<file path="config.mk">
export PLATFORM = sky130hd
export DESIGN_NAME = sha_256_core
export DESIGN_NICKNAME = d
export VERILOG_FILES = /design/src/rtl/sha_256_core.sv
export SDC_FILE = /design/constraint.sdc
export NUM_CORES = 2
export LEC_CHECK = 0
export BUFFER_PORTS_ARGS = -buffer_cell sky130_fd_sc_hd__clkbuf_2
export CAP_MARGIN = 40
export CELL_PAD_IN_SITES_DETAIL_PLACEMENT = 0
export CELL_PAD_IN_SITES_GLOBAL_PLACEMENT = 1
export CORE_MARGIN = 4
export CORE_UTILIZATION = 38
export DETAILED_ROUTE_END_ITERATION = 10
export PLACE_DENSITY_LB_ADDON = 0.1
export SLEW_MARGIN = 20
export SYNTH_ARGS = -nofsm -noshare
export SYNTH_HDL_FRONTEND = slang
export SYNTH_SLANG_ARGS = --single-unit
</file>
<file path="constraint.sdc">
create_clock -name clk -period 8.6 [get_ports clk]
set_clock_uncertainty 0.1 [all_clocks]
set_input_delay 0.86 -clock clk [delete_from_list [all_inputs] [get_ports clk]]
set_output_delay 0.86 -clock clk [all_outputs]
set_load 0.02 [all_outputs]
</file>
<file path="src/rtl/sha_256_core.sv">
// sha_256_core: SHA-256 (optional SHA-224) compression core, one 512-bit
// pre-padded block per request, UNROLL rounds per clock, 16-word schedule
// window computed on the fly; multi-block messages chain through Index.
// Optional feature macro: SHA_224_EN (honours Mode, SHA-224 IV and masking).
// Ports:
//   clk, rst      clock, synchronous active-high reset
//   Data[511:0]   block, word i = Data[32*i+31:32*i], word 0 first
//   Index[63:0]   0 = first block (load IV), otherwise chain from H
//   Enable, Mode  request (taken when Ready), 0=SHA-256 / 1=SHA-224
//   Hash[255:0]   {H0..H7}, H0 in [255:224]
//   Ready, Valid  idle flag, one-cycle digest-updated pulse
module sha_256_core #(
    parameter int UNROLL = 1
) (
    input  logic         clk,
    input  logic         rst,
    input  logic [511:0] Data,
    input  logic [63:0]  Index,
    input  logic         Enable,
    input  logic         Mode,
    output logic [255:0] Hash,
    output logic         Ready,
    output logic         Valid
);

    generate
        if (UNROLL != 1 && UNROLL != 2 && UNROLL != 4) begin : g_bad_unroll
            $error("sha_256_core: UNROLL must be 1, 2 or 4");
        end
    endgenerate

    localparam logic [5:0] STEP = 6'(UNROLL);

    localparam logic [255:0] IV256 = {
        32'h6a09e667, 32'hbb67ae85, 32'h3c6ef372, 32'ha54ff53a,
        32'h510e527f, 32'h9b05688c, 32'h1f83d9ab, 32'h5be0cd19
    };

`ifdef SHA_224_EN
    localparam logic [255:0] IV224 = {
        32'hc1059ed8, 32'h367cd507, 32'h3070dd17, 32'hf70e5939,
        32'hffc00b31, 32'h68581511, 32'h64f98fa7, 32'hbefa4fa4
    };
`endif

    localparam logic [31:0] K [64] = '{
        32'h428a2f98, 32'h71374491, 32'hb5c0fbcf, 32'he9b5dba5,
        32'h3956c25b, 32'h59f111f1, 32'h923f82a4, 32'hab1c5ed5,
        32'hd807aa98, 32'h12835b01, 32'h243185be, 32'h550c7dc3,
        32'h72be5d74, 32'h80deb1fe, 32'h9bdc06a7, 32'hc19bf174,
        32'he49b69c1, 32'hefbe4786, 32'h0fc19dc6, 32'h240ca1cc,
        32'h2de92c6f, 32'h4a7484aa, 32'h5cb0a9dc, 32'h76f988da,
        32'h983e5152, 32'ha831c66d, 32'hb00327c8, 32'hbf597fc7,
        32'hc6e00bf3, 32'hd5a79147, 32'h06ca6351, 32'h14292967,
        32'h27b70a85, 32'h2e1b2138, 32'h4d2c6dfc, 32'h53380d13,
        32'h650a7354, 32'h766a0abb, 32'h81c2c92e, 32'h92722c85,
        32'ha2bfe8a1, 32'ha81a664b, 32'hc24b8b70, 32'hc76c51a3,
        32'hd192e819, 32'hd6990624, 32'hf40e3585, 32'h106aa070,
        32'h19a4c116, 32'h1e376c08, 32'h2748774c, 32'h34b0bcb5,
        32'h391c0cb3, 32'h4ed8aa4a, 32'h5b9cca4f, 32'h682e6ff3,
        32'h748f82ee, 32'h78a5636f, 32'h84c87814, 32'h8cc70208,
        32'h90befffa, 32'ha4506ceb, 32'hbef9a3f7, 32'hc67178f2
    };

    function automatic logic [31:0] rotr(input logic [31:0] x, input int n);
        return (x >> n) | (x << (32 - n));
    endfunction

    function automatic logic [31:0] ssig0(input logic [31:0] x);
        return rotr(x, 7) ^ rotr(x, 18) ^ (x >> 3);
    endfunction

    function automatic logic [31:0] ssig1(input logic [31:0] x);
        return rotr(x, 17) ^ rotr(x, 19) ^ (x >> 10);
    endfunction

    // One compression round on the packed {a,b,c,d,e,f,g,h} state.
    function automatic logic [255:0] rnd(input logic [255:0] s,
                                         input logic [31:0] k,
                                         input logic [31:0] w);
        logic [31:0] a, b, c, d, e, f, g, h, t1, t2;
        {a, b, c, d, e, f, g, h} = s;
        t1 = h + (rotr(e, 6) ^ rotr(e, 11) ^ rotr(e, 25))
               + ((e & f) ^ (~e & g)) + k + w;
        t2 = (rotr(a, 2) ^ rotr(a, 13) ^ rotr(a, 22))
               + ((a & b) ^ (a & c) ^ (b & c));
        return {t1 + t2, a, b, c, d + t1, e, f, g};
    endfunction

    typedef enum logic [1:0] {
        IDLE  = 2'd0,
        ROUND = 2'd1,
        FINAL = 2'd2
    } state_t;

    state_t         state, state_nxt;
    logic [31:0]    w_q [16];
    logic [255:0]   wv_q;
    logic [255:0]   h_q;
    logic [255:0]   hash_q;
    logic [5:0]     iter_q;
    logic           valid_q;
    logic           mode_q;
    logic           accept, do_round, do_final, last_round;
    logic [255:0]   iv_sel;
    logic [255:0]   sum;
    logic [255:0]   hash_nxt;
    logic [31:0]    ext [16 + UNROLL];
    logic [255:0]   st [UNROLL + 1];

    // State register
    always_ff @(posedge clk) begin
        if (rst) state <= IDLE;
        else     state <= state_nxt;
    end

    // Next-state logic
    always_comb begin
        state_nxt = state;
        unique case (state)
            IDLE:    if (Enable) state_nxt = ROUND;
            ROUND:   if (last_round) state_nxt = FINAL;
            FINAL:   state_nxt = IDLE;
            default: state_nxt = IDLE;
        endcase
    end

    // FSM outputs
    always_comb begin
        Ready    = (state == IDLE);
        accept   = (state == IDLE) && Enable;
        do_round = (state == ROUND);
        do_final = (state == FINAL);
    end

    assign last_round = ({1'b0, iter_q} + {1'b0, STEP}) == 7'd64;

`ifdef SHA_224_EN
    assign iv_sel = Mode ? IV224 : IV256;
`else
    logic unused_mode;
    assign unused_mode = Mode;
    assign iv_sel = IV256;
`endif

    // Extended window: w_q holds W[t..t+15]; entries 16.. are the next
    // UNROLL schedule words, which later rounds of this cycle never need.
    always_comb begin
        for (int k = 0; k < 16; k++) ext[k] = w_q[k];
        for (int k = 16; k < 16 + UNROLL; k++)
            ext[k] = ssig1(ext[k-2]) + ext[k-7] + ssig0(ext[k-15]) + ext[k-16];
        st[0] = wv_q;
        for (int j = 0; j < UNROLL; j++)
            st[j+1] = rnd(st[j], K[iter_q + 6'(j)], ext[j]);
    end

    always_comb begin
        sum = '0;
        for (int i = 0; i < 8; i++)
            sum[32*i +: 32] = h_q[32*i +: 32] + wv_q[32*i +: 32];
    end

`ifdef SHA_224_EN
    assign hash_nxt = mode_q ? {sum[255:32], 32'h0} : sum;
`else
    assign hash_nxt = sum;
`endif

    always_ff @(posedge clk) begin
        if (rst) begin
            for (int k = 0; k < 16; k++) w_q[k] <= '0;
            wv_q    <= '0;
            h_q     <= '0;
            hash_q  <= '0;
            iter_q  <= '0;
            valid_q <= 1'b0;
            mode_q  <= 1'b0;
        end else begin
            valid_q <= do_final;
            if (accept) begin
                for (int k = 0; k < 16; k++) w_q[k] <= Data[32*k +: 32];
                iter_q <= '0;
`ifdef SHA_224_EN
                mode_q <= Mode;
`endif
                if (Index == '0) begin
                    h_q  <= iv_sel;
                    wv_q <= iv_sel;
                end else begin
                    wv_q <= h_q;
                end
            end else if (do_round) begin
                for (int k = 0; k < 16; k++) w_q[k] <= ext[k + UNROLL];
                wv_q   <= st[UNROLL];
                iter_q <= iter_q + STEP;
            end else if (do_final) begin
                h_q    <= sum;
                hash_q <= hash_nxt;
            end
        end
    end

    assign Hash  = hash_q;
    assign Valid = valid_q;

endmodule

</file>
After elaboration in Yosys (flattened, before gate mapping) --
Memories as Yosys holds them, arrays and structs flattened. Cells that the tools add are included.
Word-level totals: word-level logic and storage cells 158, bits in writable memories 512, output and inout port bits 258, register bits 777, memories kept 2, bits in read-only memories 2048
Memories:
- (no name shown) | depth 64, width 32, read ports 1, clocked after memory_dff 0, wr ports 0, RTL line 154 | st[j+1] = rnd(st[j], K[iter_q + 6'(j)], ext[j]);
- w_q | depth 16, width 32, read ports 16, clocked after memory_dff 0, wr ports 16, RTL line 97 | logic [31:0] w_q [16];
Operators by class: $lt $le $gt $ge 1, equality and inequality tests 6, add/subtract/negate cells 20, muxes and demuxes 52, reduce and logical (&&, ||, !) cells 9, bitwise logic cells 62
Operator list (count):
- $mux W256 | 6
- $mux W32 | 34
- $add A32 B32 Y32 | 18
- $xor A32 B32 Y32 | 9
- $and A32 B32 Y32 | 5
- $logic_not A64 Y1 | 1
- $not A32 Y32 | 1
- $or A1 B1 Y1 | 32
- $or A10 B32 Y32 | 1
- $or A13 B32 Y32 | 1
- $or A14 B32 Y32 | 1
- $or A15 B32 Y32 | 1
- $or A19 B32 Y32 | 1
- $or A21 B32 Y32 | 1
- $or A25 B32 Y32 | 1
- $or A26 B32 Y32 | 1
- $or A30 B32 Y32 | 1
- $or A7 B32 Y32 | 1
- $xor A32 B22 Y32 | 1
- $xor A32 B29 Y32 | 1
- $mux W1 | 9
- $add A6 B1 Y7 const B | 1
- $eq A7 B7 Y1 const B | 1
- $ge A7 B7 Y1 const B | 1
- 15 further kinds | 20

Logic depth before layout (Yosys ltp) --
word-level depth 10, gate-level depth with buffers 41, mapped depth without buffers 40

Least setup slack after synthesis --
OpenSTA, ideal clock, no wires.
path kind reg2reg, start point reg iter_q[1], end point reg wv_q[255], path slack -0.161 ns, cell stages (with the launch flop) 41, library setup time 0.115 ns, data required time 8.385 ns, arrival time 8.547 ns, period minus slack after synthesis 8.761 ns, cells stage by stage dfxtp_1 -> clkbuf_1 -> clkinv_1 -> ha_1 -> clkbuf_1 -> buf_1 -> nand2_1 -> nand2_1 -> o2bb2ai_1 -> o22ai_1 -> o21ai_0 -> fa_1 -> inv_1 -> fa_1 -> inv_1 -> fa_1 -> inv_1 -> ha_1 -> [5 not listed] -> nand2b_1 -> a21o_1 -> a21o_1 -> xor2_1 -> inv_1 -> fa_1 -> inv_1 -> ha_1 -> a21o_1 -> a211o_1 -> o21ai_1 -> o21ai_1 -> a211oi_1 -> o221ai_1 -> a21oi_1 -> xnor2_1 -> xnor2_1 -> a2111oi_0
On the way: word-level cells in the longest chain between the ends 9
Ends and longest elaborated chain:
- start, declared | RTL line 101 | logic [5:0] iter_q;
- start signal, assigned | RTL line 195 | iter_q <= iter_q + STEP;
- $not A6 Y7 (implied by the code) | RTL line 154
- $mem_v2 Z64 W32
- $mux W32 (implied by the code) (2 in a row) | RTL line 154
- $add A32 B32 Y32 (2 in a row) | RTL line 84 | + ((e & f) ^ (~e & g)) + k + w;
- $add A32 B32 Y32 | RTL line 87 | return {t1 + t2, a, b, c, d + t1, e, f, g};
- $mux W256 | RTL line 192 | end else if (do_round) begin
- $mux W256 | RTL line 180 | if (accept) begin
- end signal, assigned | RTL line 188 | wv_q <= iv_sel;
- end signal, assigned | RTL line 190 | wv_q <= h_q;
- end signal, assigned | RTL line 194 | wv_q <= st[UNROLL];
- end, declared | RTL line 98 | logic [255:0] wv_q;
Every way passes these cells. The select of a mux whose other input is x is not followed. A chain may end at the register's enable or synchronous reset.

Worst setup path in the final report --
start point reg iter_q[0], end point reg wv_q[255]
The elaborated chain is that of the path after synthesis.

==> flow_metrics.tcl <==
set metrics [dict create \
    status "finished, final reports clean" \
    hp-class "input pin to flop" \
    regToRegSetupSlack_ns 0.22 \
    routed_wl_um 357000 \
    layout.nets 10900 \
    cp.required_ns 9.18 \
    hold_depth 2 \
    die_x_um 458 \
    drive_above_1_share 0.193 \
    portBuffers 836 \
    grt_pass1_wl_um 501000 \
    p_leak_nw 41.3 \
    grt_max_degree 203 \
    final_common_cell "nand2_1" \
    holdCritStartpoint "Data[288]" \
    drtIter0Drc 7017 \
    max_freq_ghz 0.119 \
    drc 0 \
    end_kind "flop" \
    tightest_slew_ns 1.39 \
    setup_tns_ns 0 \
    layout_common_cells "1,574 x nand2_1, 1,120 x a21oi_1, 837 x clkbuf_2" \
    ir_drop_mv 0.799 \
    p_total_w 0.0478 \
    reg2reg_to "wv_q[255]" \
    worstSetupPathType "flop to flop" \
    cts_sinks 1289 \
    die_height_um 458 \
    initial_core_util 0.384 \
    synth-seq-cells 1289 \
    crit_path_max_fanout 5 \
    ctsRootBufferMaster "clkbuf_16" \
    power_density_nw_per_um2 513 \
    dr.pass1.iters 8 \
    cap_violations 0 \
    ys_seq_area_frac 0.402 \
    std_cell_rows 164 \
    ff2ff_path_depth 41 \
    io_pins 838 \
    cts_made_buffers 153 \
    clkLatencyLatePin_ns 0.83 \
    ys.flop_type "dfxtp_1" \
    wl_per_cell_um 28.5 \
    post_dp_cell_area_um2 87100 \
    fin_crit_sh 0.974 \
    critPathLaunchType "flop" \
    htreeDepth 4 \
    grt_usage 0.328 \
    drv_slew 0 \
    critPathMaxStageDelay_ns 0.55 \
    antenna_found_initial 73 \
    syn2layout_area_growth_pct 21.0 \
    die_area_um2 210000 \
    fp.coreArea_um2 200000 \
    antenna_left 0 \
    clkTransAtPathRegs_ns 0.07 \
    dp_hpwl_um 272000 \
    gp_congestion 0.968 \
    crit_slowest_cell "fa_1" \
    postSynth.asyncResetShare 0 \
    arrival_ns 8.97 \
    setup_viol 0 \
    rsz0062_at_grt "yes" \
    yosysUniqueCellTypes 87 \
    syn-cell-area_um2 76900 \
    fin_area_um2 93000 \
    slew_headroom 0.0722 \
    syn-num-nets 9881 \
    clk_path_buf_depth 3 \
    final_util 0.464 \
    nFillCells 19600 \
    synth_cells 8713 \
    final_hold_viol_count 0 \
    via_per_inst 5.68 \
    vias 71100 \
    synth.avg_cell_area_um2 8.83 \
    reg2reg_from "iter_q[0]" \
    fin_crit_ns 8.38 \
    grt_pass1_vias 69400 \
    grt_overflow_total 0 \
    ys_warn_count 0 \
    cts_tree "yes" \
    synth_edf_count 512 \
    hold_end "w_q[1][32]" \
]
cell usage after synthesis (199+ instances only):
cell type  instances  area, um2
nand2_1         1586       5950
a21oi_1         1135       5680
dfxtp_1          777      15600
edfxtp_1         512      15400
clkbuf_1         509       1910
nor2_1           506       1900
o21ai_0          427       2140
ha_1             393       4920
xnor2_1          382       3350
inv_1            327       1230
a21o_1           258       1940
xor2_1           199       1740
state kept, by name, summed over array words and instances (netlist names):
signal	cells
Hash	256
wv_q	256
state	2
iter_q	6
h_q	256
Valid	1
w_q	512
layer usage:
metal / GRT usage / wire length, um
met1: 0.403 / 143000
met5: 0 / 639
met4: 0.146 / 18600
met3: 0.0685 / 25300
met2: 0.553 / 170000
through the flow:
| stage | cells | setup slack, ns | hold slack (ns) |
|---|---|---|---|
| final | 12500 | 0.220 | 0.229 |
| after global routing | 12500 | -0.202 | 0.199 |
| after CTS | 12500 | 0.00839 | 0.178 |
| after global placement | 12200 | -0.326 | 0.334 |
| after floorplan | 8713 | 0.0889 | 0.339 |
| after detailed placement | 12200 | -0.337 | 0.333 |
power breakdown:
part | internal [W] | leakage [nW] | switching [W]
combinational | 0.0150 | 26.7 | 0.0179
clock | 0.00412 | 2.62 | 0.00284
sequential | 0.00705 | 12.0 | 0.000802
total | 0.0262 | 41.3 | 0.0216
worst max-delay path: cells and delay by family (launching register included):
family,cells,cell delay (ns)
AO/OA/AOI/OAI,16,3.01
AND/OR/NAND/NOR,5,0.61
XOR/XNOR,3,0.42
buffers and inverters,10,1.04
flip-flops,1,0.32
adder cells (fa/ha/maj),7,2.72
final cells by class:
type	instances	area, um2	share of cell area
antenna	21	52.6	0.000565
clock buffer	212	4450	0.0478
clock inverter	69	908	0.00976
inverter	331	1250	0.0135
multi-input combinational	6524	43200	0.464
sequential	1289	30900	0.333
tap	2656	3320	0.0357
timing repair buffer	1410	8900	0.0957
what timing repair did:
item                       in CTS  in global routing
setup endpoints to repair       7                 21
buffers inserted                1                  9
resized for setup              13                120
cloned                          0                  0
hold buffers                    0                  0
pin swaps                       6                 60
worst max-delay path by stage:
stage | from | end | slack (ns) | depth (start not counted)
global placement | iter_q[0] | wv_q[255] | -0.33 | 42
finish | iter_q[0] | wv_q[255] | 0.22 | 41
floorplan | iter_q[2] | wv_q[255] | 0.09 | 41
detailed placement | iter_q[0] | wv_q[255] | -0.34 | 42
global route | iter_q[0] | wv_q[255] | -0.20 | 42
CTS | iter_q[2] | wv_q[252] | 0.008 | 36
kinds of logic after synthesis:
group | Yosys count | synth area share
buf+inv | 900 | 0.0440
mux | 57 | 0.00911
simple gates | 2575 | 0.140
flops | 1289 | 0.402
compound gates | 2720 | 0.224
xor+xnor | 581 | 0.0662
fa+ha+maj | 591 | 0.115
Note: power is estimated with default switching activity, not from simulation.
